===== config.mk =====
export PLATFORM = sky130hd
export DESIGN_NAME = spartan2pram
export DESIGN_NICKNAME = d
export VERILOG_FILES = /design/src/rtl/spartan2pram.sv
export SDC_FILE = /design/constraint.sdc
export NUM_CORES = 1
export LEC_CHECK = 0
export BUFFER_PORTS_ARGS = -buffer_cell sky130_fd_sc_hd__buf_4
export CORE_ASPECT_RATIO = 1.1
export CORE_MARGIN = 4
export CORE_UTILIZATION = 40
export DETAILED_ROUTE_END_ITERATION = 16
export GPL_TIMING_DRIVEN = 1
export PLACE_DENSITY = 0.73
export SKIP_LAST_GASP = 1
export SLEW_MARGIN = 20
export SYNTH_ARGS = -nofsm -noshare
export SYNTH_HDL_FRONTEND = slang
export SYNTH_SLANG_ARGS = --single-unit
export TNS_END_PERCENT = 50

===== constraint.sdc =====
create_clock -name CLK -period 8.13 [get_ports CLK]
set_input_delay 1.626 -clock CLK [delete_from_list [all_inputs] [get_ports CLK]]
set_output_delay 1.626 -clock CLK [all_outputs]
set_load 0.02 [all_outputs]

===== src/rtl/spartan2pram.sv =====
// Spartan-bus slave bridging read/write bursts onto a pipelined dual-port RAM.
// Read data returns through a credit-limited response FIFO so SpSRDY stalls never drop RAM data.
module spartan2pram #(
  parameter int BWIDTH = 64,
  parameter int RD_LAT = 1,
  parameter int FDEPTH = RD_LAT + 2
) (
  input  logic              CLK,
  input  logic              RST,
  input  logic [BWIDTH+1:0] SpMBUS,
  input  logic              SpMVLD,
  output logic              SpMRDY,
  output logic [BWIDTH+1:0] SpSBUS,
  output logic              SpSVLD,
  input  logic              SpSRDY,
  output logic              RD,
  output logic [31:0]       RD_ADDR,
  input  logic [BWIDTH-1:0] RD_DATA,
  output logic              WR,
  output logic [31:0]       WR_ADDR,
  output logic [BWIDTH-1:0] MASK,
  output logic [BWIDTH-1:0] WR_DATA
);

  // state  | meaning
  // IDLE   | waiting for a read or write header
  // WDATA  | accepting write data beats until a last beat
  // WRESP  | presenting the write response until SpSRDY
  // RBURST | issuing RAM reads while credits allow
  // RDRAIN | all reads issued, waiting for pipeline and FIFO to empty
  typedef enum logic [2:0] {IDLE, WDATA, WRESP, RBURST, RDRAIN} state_t;

  localparam int NB      = BWIDTH / 8;
  localparam int INC     = NB;
  localparam int LOG_INC = $clog2(INC);
  localparam int IDLO    = 41;
  localparam int IDHI    = BWIDTH - NB - 1;
  localparam int IDW     = IDHI - IDLO + 1;
  localparam int PW      = $clog2(FDEPTH);
  localparam int CW      = $clog2(FDEPTH + 1);
  localparam int EW      = BWIDTH + 2;

  state_t state, state_next;

  logic [31:0]     addr, addr_next, addr_inc, wrap_mask;
  logic [1:0]      mode;
  logic [3:0]      len;
  logic [IDW-1:0]  id;
  logic [NB-1:0]   bmask;
  logic            first;
  logic [4:0]      remaining;
  logic [4:0]      beats;
  logic            wrap_pow2;

  logic [1:0]        req_type;
  logic [BWIDTH-1:0] req_id_payload, rsp_id_payload, mask_first;

  logic [EW-1:0]   fifo_mem [FDEPTH];
  logic [PW-1:0]   wr_ptr, rd_ptr;
  logic [CW-1:0]   fifo_count, inflight;
  logic [CW:0]     occupancy;
  logic            fifo_full, fifo_empty, credit_ok;
  logic            hdr_push, ret_push, push, pop;
  logic [EW-1:0]   push_data;

  logic [RD_LAT-1:0] sr_vld, sr_last;

  function automatic logic [PW-1:0] ptr_inc(input logic [PW-1:0] p);
    return (p == PW'(FDEPTH - 1)) ? '0 : p + PW'(1);
  endfunction

  assign req_type   = SpMBUS[BWIDTH+1:BWIDTH];
  assign fifo_full  = (fifo_count == CW'(FDEPTH));
  assign fifo_empty = (fifo_count == '0);
  assign occupancy  = {1'b0, fifo_count} + {1'b0, inflight};
  assign credit_ok  = (occupancy < (CW+1)'(FDEPTH));

  // Wrap only applies to power-of-two beat counts; otherwise it degrades to increment.
  assign beats     = {1'b0, len} + 5'd1;
  assign wrap_pow2 = ((beats & (beats - 5'd1)) == 5'd0);
  assign wrap_mask = (32'(beats) << LOG_INC) - 32'd1;
  assign addr_inc  = addr + 32'(INC);

  always_comb begin
    addr_next = addr_inc;
    case (mode)
      2'b00:   addr_next = addr;
      2'b10:   addr_next = wrap_pow2 ? ((addr & ~wrap_mask) | (addr_inc & wrap_mask)) : addr_inc;
      default: addr_next = addr_inc;
    endcase
  end

  always_comb begin
    req_id_payload = '0;
    req_id_payload[IDHI:IDLO] = SpMBUS[IDHI:IDLO];
    rsp_id_payload = '0;
    rsp_id_payload[IDHI:IDLO] = id;
    mask_first = '0;
    for (int b = 0; b < NB; b++) mask_first[b*8 +: 8] = {8{bmask[b]}};
  end

  assign MASK    = first ? mask_first : '1;
  assign WR_DATA = SpMBUS[BWIDTH-1:0];
  assign RD_ADDR = addr;
  assign WR_ADDR = addr;

  always_comb begin
    state_next = state;
    SpMRDY     = 1'b0;
    SpSVLD     = 1'b0;
    SpSBUS     = fifo_mem[rd_ptr];
    RD         = 1'b0;
    WR         = 1'b0;
    hdr_push   = 1'b0;
    case (state)
      IDLE: begin
        if (SpMVLD) begin
          if (req_type == 2'b01) begin
            SpMRDY     = 1'b1;
            state_next = WDATA;
          end else if (req_type == 2'b00 && !fifo_full) begin
            SpMRDY     = 1'b1;
            hdr_push   = 1'b1;
            state_next = RBURST;
          end
        end
      end
      WDATA: begin
        if (SpMVLD && req_type[1]) begin
          SpMRDY = 1'b1;
          WR     = 1'b1;
          if (req_type[0]) state_next = WRESP;
        end
      end
      WRESP: begin
        SpSVLD = 1'b1;
        SpSBUS = {2'b00, rsp_id_payload};
        if (SpSRDY) state_next = IDLE;
      end
      RBURST: begin
        SpSVLD = !fifo_empty;
        RD     = credit_ok;
        if (credit_ok && remaining == 5'd1) state_next = RDRAIN;
      end
      RDRAIN: begin
        SpSVLD = !fifo_empty;
        if (inflight == '0 && fifo_empty) state_next = IDLE;
      end
      default: state_next = IDLE;
    endcase
  end

  assign pop       = (state == RBURST || state == RDRAIN) && SpSVLD && SpSRDY;
  assign ret_push  = sr_vld[RD_LAT-1];
  assign push      = hdr_push | ret_push;
  assign push_data = hdr_push ? {2'b01, req_id_payload} : {1'b1, sr_last[RD_LAT-1], RD_DATA};

  always_ff @(posedge CLK) begin
    if (RST) begin
      state      <= IDLE;
      addr       <= '0;
      mode       <= '0;
      len        <= '0;
      id         <= '0;
      bmask      <= '0;
      first      <= 1'b0;
      remaining  <= '0;
      wr_ptr     <= '0;
      rd_ptr     <= '0;
      fifo_count <= '0;
      inflight   <= '0;
      sr_vld     <= '0;
      sr_last    <= '0;
    end else begin
      state <= state_next;
      if (state == IDLE && SpMRDY) begin
        addr      <= SpMBUS[31:0];
        len       <= SpMBUS[35:32];
        mode      <= SpMBUS[40:39];
        id        <= SpMBUS[IDHI:IDLO];
        bmask     <= SpMBUS[BWIDTH-1:BWIDTH-NB];
        first     <= 1'b1;
        remaining <= {1'b0, SpMBUS[35:32]} + 5'd1;
      end else if (WR) begin
        addr  <= addr_next;
        first <= 1'b0;
      end else if (RD) begin
        addr      <= addr_next;
        remaining <= remaining - 5'd1;
      end
      sr_vld[0]  <= RD;
      sr_last[0] <= RD && (remaining == 5'd1);
      for (int i = 1; i < RD_LAT; i++) begin
        sr_vld[i]  <= sr_vld[i-1];
        sr_last[i] <= sr_last[i-1];
      end
      case ({RD, ret_push})
        2'b10:   inflight <= inflight + CW'(1);
        2'b01:   inflight <= inflight - CW'(1);
        default: ;
      endcase
      if (push) wr_ptr <= ptr_inc(wr_ptr);
      if (pop)  rd_ptr <= ptr_inc(rd_ptr);
      case ({push, pop})
        2'b10:   fifo_count <= fifo_count + CW'(1);
        2'b01:   fifo_count <= fifo_count - CW'(1);
        default: ;
      endcase
    end
  end

  always_ff @(posedge CLK) begin
    if (push) fifo_mem[wr_ptr] <= push_data;
  end

endmodule


After elaboration in Yosys (flattened, before gate mapping)
Memories as Yosys holds them, arrays and structs flattened. A register that Yosys moved wholly into a read port is not among the register bits.
Cells that the tools add are included.
Operators by class
  reduce and logical (&&, ||, !) cells: 25
  add/subtract/negate cells: 13
  magnitude comparators: 1
  div/mod/pow operators: 0
  eq/ne operators: 22
  multiply operators: 0
  bitwise operators: 6
  shift operators: 0
  muxes and demuxes: 41
Operator list (count)
  $mux 66: 2
  $mux 32: 4
  $and 32x32->32: 2
  $mux 64: 1
  $pmux 32 s2: 1
  $add 32x4->32 const B: 1
  $not 32->32: 1
  $or 32x32->32: 1
  $mux 3: 8
  $mux 5: 3
  $pmux 3 s5: 1
  $mux 1: 13
  $eq 2x2->1 const B: 6
  $ne 2x2->1 const B: 6
  $add 4x1->5 const B: 2
  $sub 5x1->5 const B: 2
  $sub 8x1->9 const B: 1
  $add 2x1->2 const B: 4
  $logic_and 1x1->1: 8
  $logic_not 2->1: 4
  $mux 2: 4
  $pmux 2 s2: 2
  $reduce_bool 2->1: 4
  $reduce_and 7->1: 1
  other kinds (20): 26
Word-level totals
  memories: 1
  memory bits (writable): 198
  bits in read-only memories: 0
  word-level logic and storage cells: 123
  output and inout port bits: 262
  bits in registers: 80
  latch bits: 0
Memories
  fifo_mem: words 3, bits a word 66, rd ports 1, clocked after Yosys merged registers in 1, wr ports 1, line 58  | logic [EW-1:0] fifo_mem [FDEPTH];

Logic depth before layout (Yosys ltp)
Gate-level depths: netlist of run 1.
  depth in word-level cells: 10
  depth in mapped cells: 11
  depth with buffers taken out: 11

Worst setup path after synthesis of run 1
Ideal clock, no wire load.
  path type: input to register
  start point: in SpMVLD
  end point: mem fifo_mem[1][0] (netlist name) (enable)
  setup slack: 0.411 ns
  required time: 7.543 ns
  stages on the path: 5
  path buffers: 1
  setup time: 0.587 ns
  data arrival time: 7.132 ns
  cells stage by stage: nor2b_1 nand4_1 nor2b_1 clkbuf_1 nor3b_1
On the way
  longest elaborated chain between the ends: 5
Ends and longest elaborated chain
  start: declaration: line 11  | input logic SpMVLD,
  $mux 1: line 117  | if (SpMVLD) begin
  $mux 1: line 115  | case (state)
  $or 1x1->1: line 155  | assign push = hdr_push | ret_push;
  $mux 1: line 213  | if (push) fifo_mem[wr_ptr] <= push_data;
  $mux 1 (implied by the code): line 213
  end: declaration: line 58
No other way between the ends.

Final worst setup path of run 1
  start point: in SpMVLD
  end point: out SpMRDY
On the way
  longest elaborated chain between the ends: 3
  elaborated cells between the ends (all ways): 4
  classes of those cells: mux (3); reduce/logical (1)
Ends and longest elaborated chain
  $logic_and 1x1->1: line 129  | if (SpMVLD && req_type[1]) begin
  $mux 1: line 129
  $pmux 1 s2 *: line 115
  end: declaration: line 12  | output logic SpMRDY,
Mark *: on every way between the ends. The rest lies on a longest branch, timed or not.

==> parameters.txt, run 1 <==
Parameter                              Value

Status
  Outcome    finished clean

Clock network
  Clock buffer count from CTS    29
  Post-CTS Setup Bufs    0
  Later-pin clock latency in the skew report    0.55 ns
  CTS Root Buffer Type    sky130_fd_sc_hd__clkbuf_16
  Number of gates resized after CTS    0
  Largest buffer count on any clock path    3
  CTS hold repair buffers    0
  CTS Sinks    280
  Clock Pin Slew Worst Setup and Hold Paths    0.06 ns
  Count of H-tree levels built during CTS    1
  TritonCTS clock tree    yes

Global route
  Vias in the first global route    9994
  Total routing resource utilization after global routing    18.04%
  Largest net degree at the start of global routing    112
  Initial antenna violation count    0
  First-pass GRT wire length    53850 um
  GRT overflow    0

STA
  Remaining max-slew budget at the tightest pin    32.96%
  Fin. max-slew vios    0
  Setup TNS    0 ns
  Worst slew pin tran    1.001 ns
  Maximum clock skew at final layout    0.02037 ns
  Worst slack on hold paths    0.4493 ns
  RSZ-0062 raised after global routing    no
  Ratio of final minimum period to clock period    57.16%
  Final count of hold timing violations    0
  Post-layout min period    4.647 ns
  Minimum setup slack in the final design    3.483 ns
  Highest clock frequency the design can meet    215.2 MHz
  Final setup vio count    0

Route
  Final wirelength    35000 um
  First drt pass iteration count    5
  Detailed-route wire length per cell    18.13 um
  Residual DRC    0
  Vias after detailed routing    9886
  Mean number of vias per cell    5.122
  Number of antenna-violating nets in the routed design    0
  Initial drt markers    676

Layout
  Number of nets at the end of the flow    1622
  Count of inserted antenna diode cells    0
  Post-synthesis to final-layout area growth    23.88%
  Cell area after layout    0.01672 sq mm
  Final Core Density    50.24%
  Post-route insts no fill    1930
  Fraction of layout instances using a drive strength above 1    31.91%

Worst setup path
  Maximum cell stage delay along the critical path    0.70 ns
  Largest fanout on the critical path    76
  Source of the worst register-to-register timing path    len[0]
  Endpoint class of the critical path    output pin
  Classification of the worst setup path    in -> out
  Combined buffer and inverter count along the critical path    3
  Data arrival time at the worst-slack endpoint    3.02 ns
  Family with the most delay on the worst path    buffers and inverters
  Start point of the critical path    SpMVLD
  Cell type of the slowest stage on the worst timing path    sky130_fd_sc_hd__buf_4
  Worst Path Required    6.50 ns
  Worst-path cell chain    buf_4, nor2b_1, o211ai_1, buf_4, nand2_1, buf_4
  Most frequent CP cell    sky130_fd_sc_hd__buf_4
  Critical Path Source Type    input port

Pwr
  Internal power component    2.670 mW
  Part of the power in combinational logic    13.8%
  Static leakage    6.360 nW
  Total design power    3.543 mW
  Switching fraction of total power    24.63%
  Worst ir drop on vdd    157.7 uV
  Sequential group share of total power    45.3%
  Clock Power Share    40.8%
  P_sw    0.8725 mW
  Power per unit of standard cell area    211.9 mW/mm^2

Floorplanning
  Vertical extent of the die    200.7 um
  Die Area    0.03675 sq mm
  Cell row count    70
  Starting utilization of the core area    40.55%
  Die Span X    183.1 um
  Top-level port count    396
  Core Region    0.03328 sq mm

Placed design
  Final weighted congestion in routability-driven placement    0.8535
  Number of cells in the design after placement    1876
  Placed instance area    0.01567 sq mm
  Port-buffer cells    389
  DP Wirelength    23330 um
  Pre-CTS setup slack    3.467 ns

Synthesis
  Leading register cell type out of synthesis    sky130_fd_sc_hd__edfxtp_1
  Mean area per synthesized cell    10.68 sq um
  Number of synthesized flops with an enable pin    198
  Seq/Total Area, Yosys    56.22%
  Distinct cells, synth    60
  Yosys synthesis warning count    0
  Cell area after synthesis    0.01350 sq mm
  Cells after Synth    1264
  Async SR Flop Fraction    0%
  Synthesized net count    1411
  Post-synthesis register bit count    280

Hold path
  Hold Path Origin    bmask[2]
  Worst Hold Class    reg -> reg

Job
  Count of maximum capacitance violations    0
==> worst reg2reg max path: cells and delay by family, from the launching register on <==
family / cells / cell delay, ns
buffers and inverters: 1 / 0.06
adder cells (fa/ha/maj): 3 / 0.79
AO/OA/AOI/OAI: 3 / 1.10
AND/OR/NAND/NOR: 4 / 0.89
flip-flops: 1 / 0.43
==> final cells by class <==
cell class	instances	area [sq um]
inverter	11	41.29
fill	3014	16560
clock inverter	17	271.5
timing repair buffer	398	2992
clock buffer	37	775.7
multi-input combinational	755	4504
tap	432	540.5
sequential	280	7595
==> power groups by stage <==
stage	Clock, mW	Combinational (mW)	Sequential, mW
floorplan	0	0.312	1.64
global placement	0	0.487	1.63
detailed placement	0	0.493	1.64
CTS	1.48	0.494	1.61
global route	1.54	0.528	1.61
finish	1.45	0.490	1.61
==> synthesized netlist by cell type (10+ instances only) <==
cell                       number  area (sq um)
sky130_fd_sc_hd__clkbuf_1      51         191.4
sky130_fd_sc_hd__buf_1         11         41.29
sky130_fd_sc_hd__o21ai_0       30         150.1
sky130_fd_sc_hd__and2_1        52         325.3
sky130_fd_sc_hd__nor3_1        12         60.06
sky130_fd_sc_hd__mux2i_1       68         680.7
sky130_fd_sc_hd__nand3_1       15         75.07
sky130_fd_sc_hd__dfxtp_1       82          1642
sky130_fd_sc_hd__inv_1         10         37.54
sky130_fd_sc_hd__edfxtp_1     198          5946
sky130_fd_sc_hd__ha_1          12         150.1
sky130_fd_sc_hd__buf_4        152          1141
sky130_fd_sc_hd__nand2b_1      10         62.56
sky130_fd_sc_hd__nand2_1      104         390.4
sky130_fd_sc_hd__xnor2_1       13         113.9
sky130_fd_sc_hd__a21oi_1      124         620.6
sky130_fd_sc_hd__mux2_2        15         168.9
sky130_fd_sc_hd__a211oi_1      13         97.59
sky130_fd_sc_hd__xor2_1        12         105.1
sky130_fd_sc_hd__nor2_1       170         638.1
==> routing by layer <==
metal	track usage (%)	routed length, um	vias up
li1	-	-	4728
met1	23.02	14040	4649
met2	31.36	17300	449
met3	3.316	2809	60
met4	5.082	844	0
met5	0	0	-
==> cells in the final DEF, fill, tap and decap left out, types with 4 or more instances in the layout <==
cell type	instances
sky130_fd_sc_hd__and3_1	7
sky130_fd_sc_hd__buf_4	397
sky130_fd_sc_hd__clkinv_1	5
sky130_fd_sc_hd__and4_1	5
sky130_fd_sc_hd__mux2i_1	68
sky130_fd_sc_hd__nor2_1	170
sky130_fd_sc_hd__nor3_1	11
sky130_fd_sc_hd__a211oi_1	13
sky130_fd_sc_hd__a221oi_1	4
sky130_fd_sc_hd__nor4_1	7
sky130_fd_sc_hd__clkbuf_1	6
sky130_fd_sc_hd__xnor2_1	13
sky130_fd_sc_hd__bufinv_16	7
sky130_fd_sc_hd__ha_1	12
sky130_fd_sc_hd__dfxtp_1	80
sky130_fd_sc_hd__nand2_1	104
sky130_fd_sc_hd__inv_1	10
sky130_fd_sc_hd__mux2_2	15
sky130_fd_sc_hd__edfxtp_1	198
sky130_fd_sc_hd__o211ai_1	5
sky130_fd_sc_hd__and2_1	52
sky130_fd_sc_hd__nor2b_1	4
sky130_fd_sc_hd__xor2_1	12
sky130_fd_sc_hd__o21ai_0	30
sky130_fd_sc_hd__a32oi_1	4
sky130_fd_sc_hd__a21oi_1	124
sky130_fd_sc_hd__or3_1	4
sky130_fd_sc_hd__nand4_1	9
sky130_fd_sc_hd__nand2b_1	10
sky130_fd_sc_hd__clkbuf_16	29
sky130_fd_sc_hd__nand3_1	15
sky130_fd_sc_hd__a31oi_1	7
==> cells by family (layout without fill, tap and decap cells) <==
logic type      count (synthesis)  count (layout)  synth area share, %
buf+inv                       229             463                10.63
fa+ha+maj                      13              13                1.261
compound gates                217             217                9.493
simple gates                  417             417                14.48
xor+xnor                       25              25                1.622
mux                            83              83                6.295
flops                         280             280                56.22
==> final timing paths <==
kind               to  slack [ns]  cells after the start
max            SpMRDY        3.48                      6
min          bmask[2]        0.45                      2
max reg2reg  register        4.69                     11
min reg2reg  bmask[2]        0.45                      2
(Power assumes the default switching activity.)
==> run 2: changes to the inputs <==
--- a/config.mk
+++ b/config.mk
@@ -11,7 +11,7 @@
 export CORE_UTILIZATION = 40
 export DETAILED_ROUTE_END_ITERATION = 16
 export GPL_TIMING_DRIVEN = 1
-export PLACE_DENSITY = 0.73
+export PLACE_DENSITY = 0.7
 export SKIP_LAST_GASP = 1
 export SLEW_MARGIN = 20
 export SYNTH_ARGS = -nofsm -noshare
==> constraint.sdc (replaced) <==
create_clock -name CLK -period 4.4 [get_ports CLK]
set_input_delay 0.88 -clock CLK [delete_from_list [all_inputs] [get_ports CLK]]
set_output_delay 0.88 -clock CLK [all_outputs]
set_load 0.02 [all_outputs]
==> run 2 against run 1 <==
Clock skew fell by 0.0044 ns. Via count is 0.96% higher. Sequential power rose by 84%. Global-route usage increased by 0.84 points. First-iteration DRC count shrank 25%. Combinational power grew 86%. Final cell count up 0.41%. Largest power group unchanged. Clock power grew 70%. Die area unchanged. Non-clock buffer count rose by 7. Largest cell class unchanged.
==> parameters.txt, run 2 (synthesized netlist as in run 1, its figures left out) <==
Parameter                              Value

Status
  Outcome    finished clean

Hold path
  Worst Hold Class    reg -> reg
  Hold-critical path depth    2 (unchanged)
  Hold Path Origin    bmask[2]
  End point of the worst hold path    bmask[2]

Worst setup path
  Endpoint class of the critical path    output pin
  Setup slack of the worst register-to-register path    1.13 ns (-3.56 ns)
  Worst-case reg-to-reg path depth    11 (unchanged)
  Largest fanout on the critical path    49 (-36%)
  Cell type of the slowest stage on the worst timing path    sky130_fd_sc_hd__nor2b_4
  Source of the worst register-to-register timing path    len[0]
  Worst-path cell chain    and2b_2, nor2b_4, buf_12, nand2_1, o21ai_0, buf_4
  Data arrival time at the worst-slack endpoint    2.65 ns (-0.37 ns)
  Maximum cell stage delay along the critical path    0.76 ns (+0.06 ns)
  Worst Path Required    3.52 ns (-2.98 ns)
  Critical Path Source Type    register
  Classification of the worst setup path    reg -> out

Layout
  Post-route insts no fill    1938 (+0.41%)
  Cell area after layout    0.01676 sq mm (+0.24%)
  Count of inserted antenna diode cells    0 (unchanged)
  Commonest cells after routing, fill and taps aside    sky130_fd_sc_hd__buf_4 (401), sky130_fd_sc_hd__edfxtp_1 (198), sky130_fd_sc_hd__nor2_1 (170)
  Fraction of layout instances using a drive strength above 1    32.07% (+0.16 points)
  Number of nets at the end of the flow    1630 (+0.49%)
  Post-synthesis to final-layout area growth    24.18%
  Most common library cell in the layout ignoring fill and taps    sky130_fd_sc_hd__buf_4
  Final Core Density    50.36% (+0.12 points)

Route
  First drt pass iteration count    5 (unchanged)
  Residual DRC    0 (unchanged)
  Mean number of vias per cell    5.150 (+0.54%)
  Vias after detailed routing    9981 (+0.96%)
  Number of antenna-violating nets in the routed design    0 (unchanged)
  Detailed-route wire length per cell    18.97 um (+4.6%)
  Initial drt markers    510 (-25%)
  Final wirelength    36760 um (+5.0%)

STA
  Maximum clock skew at final layout    0.01599 ns (-0.004380 ns)
  RSZ-0062 raised after global routing    no
  Final count of hold timing violations    0 (unchanged)
  Highest clock frequency the design can meet    282.9 MHz
  Setup TNS    0 ns (unchanged)
  Worst slack on hold paths    0.4488 ns (-0.0004190 ns)
  Remaining max-slew budget at the tightest pin    38.97% (+6.0 points)
  Final setup vio count    0 (unchanged)
  Ratio of final minimum period to clock period    80.33%
  Post-layout min period    3.534 ns
  Fin. max-slew vios    0 (unchanged)
  Minimum setup slack in the final design    0.8657 ns (-2.617 ns)
  Worst slew pin tran    0.9135 ns (-0.08778 ns)

Clock network
  CTS Root Buffer Type    sky130_fd_sc_hd__clkbuf_16
  CTS hold repair buffers    0 (unchanged)
  Post-CTS Setup Bufs    0 (unchanged)
  Number of gates resized after CTS    0 (unchanged)
  Largest buffer count on any clock path    3 (unchanged)
  Later-pin clock latency in the skew report    0.55 ns (about the same)
  TritonCTS clock tree    yes
  CTS Sinks    280 (unchanged)
  Clock Pin Slew Worst Setup and Hold Paths    0.06 ns (about the same)
  Clock buffer count from CTS    30 (+3.4%)
  Count of H-tree levels built during CTS    1 (unchanged)

Pwr
  Power per unit of standard cell area    379.1 mW/mm^2 (+79%)
  Clock Power Share    38.9% (-1.9 points)
  Sequential group share of total power    46.7% (+1.4 points)
  Part of the power in combinational logic    14.3% (+0.5 points)
  Static leakage    6.374 nW (+0.23%)
  Switching fraction of total power    25.13% (+0.50 points)
  P_sw    1.597 mW (+83%)
  Total design power    6.353 mW (+79%)
  Worst ir drop on vdd    295.4 uV (+87%)
  Internal power component    4.756 mW (+78%)

Placed design
  Port-buffer cells    389 (unchanged)
  Number of cells in the design after placement    1883 (+0.37%)
  Placed instance area    0.01579 sq mm (+0.77%)
  Pre-CTS setup slack    1.163 ns (-2.304 ns)
  Final weighted congestion in routability-driven placement    0.9058 (+6.1%)
  DP Wirelength    25440 um (+9.0%)

Global route
  Initial antenna violation count    4 (+4)
  Largest net degree at the start of global routing    75 (-33%)
  GRT overflow    0 (unchanged)
  Total routing resource utilization after global routing    18.88% (+0.84 points)
  First-pass GRT wire length    55720 um (+3.5%)
  Vias in the first global route    10122 (+1.3%)

Floorplanning
  Top-level port count    396 (unchanged)
  Core Region    0.03328 sq mm (unchanged)
  Vertical extent of the die    200.7 um (unchanged)
  Starting utilization of the core area    40.55% (unchanged)
  Die Area    0.03675 sq mm (unchanged)
  Die Span X    183.1 um (unchanged)
  Cell row count    70 (unchanged)

Job
  Count of maximum capacitance violations    0 (unchanged)
-- run 2: area by class of cell --
class,count,area (sq um)
clock buffer,40,819.5
clock inverter,15,150.1
fill,2998,16520
inverter,11,41.29
multi-input combinational,755,4523
sequential,280,7595
tap,432,540.5
timing repair buffer,405,3090
-- run 2: layer usage --
layer  GRT usage (%)  up-vias  share of wire (%)
met4           4.737        8                2.4
met1           23.23     4719                 39
met5               0        -               0.16
met2           33.25      438                 50
met3           4.621       65                9.0
li1                -     4751                  -
-- run 2: power groups by stage --
stage	registers (mW)	clock network, mW	logic, mW
after floorplan	3.03	0	0.578
after detailed placement	3.02	0	0.920
after global routing	2.98	2.65	0.981
final	2.97	2.47	0.912
after global placement	3.02	0	0.906
after CTS	2.97	2.54	0.923
-- run 2: worst max-delay path: cells and delay by family, from the launching register on --
kind | cells | cell delay [ns]
AND/OR/NAND/NOR | 3 | 1.13
buffers and inverters | 2 | 0.48
flip-flops | 1 | 0.37
AO/OA/AOI/OAI | 1 | 0.08
-- run 2: worst max-delay path by stage --
stage | start | end | slack [ns]
finish | state[2] | SpSBUS[44] | 0.87
global route | state[2] | SpSBUS[42] | 0.65
CTS | state[2] | SpSBUS[44] | 0.79
detailed placement | len[0] | register | 1.16
global placement | len[0] | register | 1.28
floorplan | SpMVLD | fifo_mem[2][0] | -0.22
